$ cat config.mk
export PLATFORM = sky130hd
export DESIGN_NAME = arb_grant_bus_mux
export DESIGN_NICKNAME = d
export VERILOG_FILES = /design/src/rtl/arb_grant_bus_mux.sv
export SDC_FILE = /design/constraint.sdc
export NUM_CORES = 1
export LEC_CHECK = 0
export ABC_AREA = 1
export BUFFER_PORTS_ARGS = -buffer_cell sky130_fd_sc_hd__buf_2
export CORE_UTILIZATION = 44
export DETAILED_ROUTE_END_ITERATION = 10
export GPL_ROUTABILITY_DRIVEN = 0
export MAX_ROUTING_LAYER = met4
export PLACE_DENSITY = 0.88
export SETUP_SLACK_MARGIN = 0.1
export SYNTH_ARGS = -nofsm -noshare
export SYNTH_HDL_FRONTEND = slang
export SYNTH_SLANG_ARGS = --single-unit
$ cat constraint.sdc
create_clock -name clk -period 1.7 [get_ports clk]
set_input_delay 0.34 -clock clk [delete_from_list [all_inputs] [get_ports clk]]
set_output_delay 0.34 -clock clk [all_outputs]
set_load 0.01 [all_outputs]
$ cat src/rtl/arb_grant_bus_mux.sv
// Shared-bus data mux downstream of the 4-way arbiter: forwards beats from the
// granted master into a registered output slot, with turnaround and error tracking.
module arb_grant_bus_mux #(
    parameter int unsigned DW       = 8,
    parameter int unsigned TURN_CYC = 1,
    parameter int unsigned CW       = 5
) (
    input  logic          clk,
    input  logic          reset,
    input  logic          ga,
    input  logic          gb,
    input  logic          gc,
    input  logic          gd,
    input  logic          va,
    input  logic          vb,
    input  logic          vc,
    input  logic          vd,
    input  logic [DW-1:0] da,
    input  logic [DW-1:0] db,
    input  logic [DW-1:0] dc,
    input  logic [DW-1:0] dd,
    output logic          aa,
    output logic          ab,
    output logic          ac,
    output logic          ad,
    output logic [DW-1:0] bus_data,
    output logic          bus_valid,
    output logic [1:0]    bus_owner,
    input  logic          bus_ready,
    output logic [CW-1:0] beat_cnt,
    output logic          err_multi
);

    localparam int unsigned TW = 2;
    localparam logic [TW-1:0] TURN_LOAD = TW'(TURN_CYC - 1);
    localparam logic [CW-1:0] CNT_MAX   = {CW{1'b1}};

    typedef enum logic [1:0] {
        IDLE = 2'd0,
        TURN = 2'd1,
        XFER = 2'd2
    } state_t;

    state_t        state;
    logic [1:0]    owner;
    logic [TW-1:0] turn_cnt;

    logic [3:0]    g;
    logic [3:0]    v;
    logic          single;
    logic          multi;
    logic [1:0]    idx;
    logic [DW-1:0] d_sel;
    logic          slot_free;
    logic          acc;

    assign g         = {gd, gc, gb, ga};
    assign v         = {vd, vc, vb, va};
    assign slot_free = !bus_valid || bus_ready;

    // Grant decode: exactly one bit set is a usable grant; several bits is a protocol error.
    always_comb begin
        single = (g != 4'd0) && ((g & (g - 4'd1)) == 4'd0);
        multi  = (g != 4'd0) && !single;
        idx    = 2'd0;
        case (g)
            4'b0010: idx = 2'd1;
            4'b0100: idx = 2'd2;
            4'b1000: idx = 2'd3;
            default: idx = 2'd0;
        endcase
    end

    always_comb begin
        d_sel = da;
        case (owner)
            2'd1:    d_sel = db;
            2'd2:    d_sel = dc;
            2'd3:    d_sel = dd;
            default: d_sel = da;
        endcase
    end

    assign acc = (state == XFER) && single && (idx == owner) && v[owner] && slot_free;
    assign aa  = acc && (owner == 2'd0);
    assign ab  = acc && (owner == 2'd1);
    assign ac  = acc && (owner == 2'd2);
    assign ad  = acc && (owner == 2'd3);

    always_ff @(posedge clk or negedge reset) begin
        if (!reset) begin
            state     <= IDLE;
            owner     <= 2'd0;
            turn_cnt  <= '0;
            bus_data  <= '0;
            bus_valid <= 1'b0;
            bus_owner <= 2'd0;
            beat_cnt  <= '0;
            err_multi <= 1'b0;
        end else begin
            if (multi) begin
                err_multi <= 1'b1;
            end

            // Output slot: a new beat replaces a draining one, otherwise drain on ready.
            if (acc) begin
                bus_data  <= d_sel;
                bus_valid <= 1'b1;
                bus_owner <= owner;
            end else if (bus_ready) begin
                bus_valid <= 1'b0;
            end

            if (acc && (beat_cnt != CNT_MAX)) begin
                beat_cnt <= beat_cnt + CW'(1);
            end

            case (state)
                IDLE: begin
                    if (single) begin
                        owner    <= idx;
                        beat_cnt <= '0;
                        state    <= XFER;
                    end
                end
                XFER: begin
                    if (!single) begin
                        state <= IDLE;
                    end else if (idx != owner) begin
                        owner    <= idx;
                        beat_cnt <= '0;
                        turn_cnt <= TURN_LOAD;
                        state    <= TURN;
                    end
                end
                TURN: begin
                    if (!single) begin
                        state <= IDLE;
                    end else if (idx != owner) begin
                        owner    <= idx;
                        beat_cnt <= '0;
                        turn_cnt <= TURN_LOAD;
                    end else if (turn_cnt == '0) begin
                        state <= XFER;
                    end else begin
                        turn_cnt <= turn_cnt - TW'(1);
                    end
                end
                default: state <= IDLE;
            endcase
        end
    end

endmodule
==> out/results.ini <==
[critical_path]
r2r_setup_slack_ps=-10
cp.required_ps=1360
critPathArrivalTime_ps=1750
reg2reg_depth=11
worstSetupPathType=reg -> out
r2r-start=owner[1]$_DFFE_PN0P_
start_kind=flip-flop
crit_path_max_fanout=5
worstReg2RegEnd=bus_data[2]$_DFFE_PN0N_
cp-end-kind=primary output
endpoint=ab
worstSetupStartpoint=owner[1]$_DFFE_PN0P_

[routing]
drt_iter0_drc=93
ant_nets=0
first_pass_iters=4
wl_mm=4.20
vias_per_cell=4.89
vias=1730
drc=0
wl_per_cell_um=11.9

[cts]
worstSkewPairLatency_ps=320
cts-root-buf=clkbuf_4
cts.clk_slew.worst_paths_ps=130
htree_levels=1
cts.sinks=23
tritoncts=built
cts_buffer_depth=2
cts_buffers=3

[finish]
final.fill_count=250
layout-drive-gt1-share_pct=51.6
nets=359
area_delta_synth_final_pct=47.4
final_core_util_pct=69.3
seqCellArea_um2=578
diodes=0
multi_input_area_um2=1000

[synthesis]
synth_cell_types=25
async_flop_share_pct=100
syn-num-nets=268
synth_edf_count=0
synthCells=218
ys_warn_count=0
synthFlopType=dfrtp_1
syn_area_um2=1590
yosysSeqAreaShare_pct=36.1
synth_seq_cells=23
avgSynthCellArea_um2=7.31

[run]
cap_violations=0

[timing]
slew_headroom_pct=64.1
worstMarginPinSlew_ps=539
setup_tns_ps=-1520
period_minus_slack_ps=2090
setup_viol=6
fin_ws_ps=-388
hold-worst-slack_ps=286
rsz0062_at_grt=yes
final_max_slew_viol_count=0
finClkSkew_ps=1.79
timing.final.hold_violations=0
max_freq_ghz=0.479
finalCritPeriodShare_pct=123

[global_route]
overflow=0
first_global_vias=1725
grt_max_degree=24
antenna_found_initial=0
grt_pass1_wl_mm=7.02
grt_usage_pct=22.6

[floorplan]
io_pins=64
die_height_um=62.2
start_util_pct=47.0
die_x_um=62.2
die_area_um2=3860
core_area_um2=3390
rows=21

[power]
power.density_nw_per_um2=1180
ir_worst_vdd_mv=0.583
leakagePower_nw=1.25
power_mw=2.78

[hold_path]
worst_hold_path_type=in -> reg

[outcome]
failed_checks=negative setup slack
run_status=finished with violations

[place]
post-place-ws_ps=-252
io_buffer_count=63
hpwlAfterDp_mm=2.93

worst max-delay path: stages, from the launching register on:
cell and delay (ps):
dfrtp_2 490, inv_4 100, nand2_1 70, nand2_1 120, nand3_4 100, nor2_4 110
nand2_4 90, inv_2 70, nand2_2 50, nor2_2 90, buf_2 130
cells by family (layout without fill, tap and decap cells):
family	Yosys count	in the layout	synth area share [%]
adder cells (fa/ha/maj)	7	7	5.50
flip-flops	23	23	36.1
AO/OA/AOI/OAI	30	30	11.9
buffers and inverters	33	123	9.03
AND/OR/NAND/NOR	125	125	37.5
flip-flops by register name, indices dropped and copies added, names as in the netlist:
name       count
bus_data       8
beat_cnt       5
bus_owner      2
owner          2
state          2
turn_cnt       2
bus_valid      1
err_multi      1
metal layers:
metal  GRT usage [%]  vias up  routed length [um]
met2            37.2       42                2240
met1            27.9      814                1780
met4            7.27        0                  34
met5               -        -                   0
li1                -      870                   -
met3            4.60        4                 141
how the worst min path moves through the flow:
stage / to / depth (start not counted) / startpoint / slack, ps
2_1_floorplan: beat_cnt[0]$_DFF_PN0_ / 0 / reset / 40
3_3_place_gp: bus_data[3]$_DFFE_PN0N_ / 1 / reset / 340
3_5_place_dp: bus_data[3]$_DFFE_PN0N_ / 1 / reset / 340
4_1_cts: bus_data[7]$_DFFE_PN0N_ / 3 / db[7] / 280
5_1_grt: bus_data[7]$_DFFE_PN0N_ / 3 / db[7] / 280
6_report: bus_data[3]$_DFFE_PN0N_ / 3 / da[3] / 290
layout make-up:
class                           instances  share of cell area, %
Multi-Input combinational cell        162                   42.8
Sequential cell                        23                   24.6
Timing Repair Buffer                   90                   24.1
Inverter                               29                   4.85
Tap cell                               46                   2.45
Clock buffer                            3                  0.959
Clock inverter                          1                  0.213
through the flow:
| stage | area (um2) | std cells |
|---|---|---|
| finish | 2350 | 354 |
| floorplan | 1610 | 218 |
| CTS | 2210 | 352 |
| detailed placement | 2070 | 340 |
| global route | 2350 | 354 |
| global placement | 2070 | 340 |
layout by cell type (no fill, tap or decap), types with 2 or more instances in the layout:
cell | netlist | final
ha_4 | 0 | 3
clkbuf_4 | 0 | 3
ha_1 | 7 | 4
nor2_1 | 17 | 11
o21ai_2 | 9 | 12
buf_2 | 1 | 60
o21ai_0 | 8 | 4
buf_6 | 2 | 7
nand2_4 | 2 | 3
a21oi_1 | 9 | 7
dfrtp_1 | 23 | 21
buf_4 | 1 | 21
o21ai_1 | 2 | 3
nand4_1 | 5 | 5
inv_1 | 28 | 20
nor2_4 | 4 | 6
nand3_1 | 10 | 10
a21oi_2 | 0 | 2
nor2_2 | 2 | 6
nand2_2 | 9 | 18
dfrtp_2 | 0 | 2
inv_2 | 1 | 7
inv_4 | 0 | 2
nand2_1 | 71 | 61
cells in the mapped netlist, types with 4 or more instances:
master	number	area (um2)
nand2_2	9	56.3
nor2_1	17	63.8
nand4_1	5	31.3
o21ai_2	9	78.8
o21ai_0	8	40.0
ha_1	7	87.6
inv_1	28	105
nand2_1	71	267
a21oi_1	9	45.0
nor2_4	4	45.0
nand3_1	10	50.1
dfrtp_1	23	576
timing repair:
| item | CTS | global route |
|---|---|---|
| hold buffers | 1 | 0 |
| setup endpoints to repair | 10 | 25 |
| setup buffers | 7 | 4 |
| resized for setup | 18 | 39 |
| pin swaps | 6 | 10 |
| endpoints found under the hold margin | 23 | 0 |
| gates cloned | 0 | 0 |
report_power, final:
part           internal, mW  switching [mW]
combinational         0.735           0.916
clock                0.0883           0.178
sequential            0.718           0.146
Power figures use the tool's default switching activity.
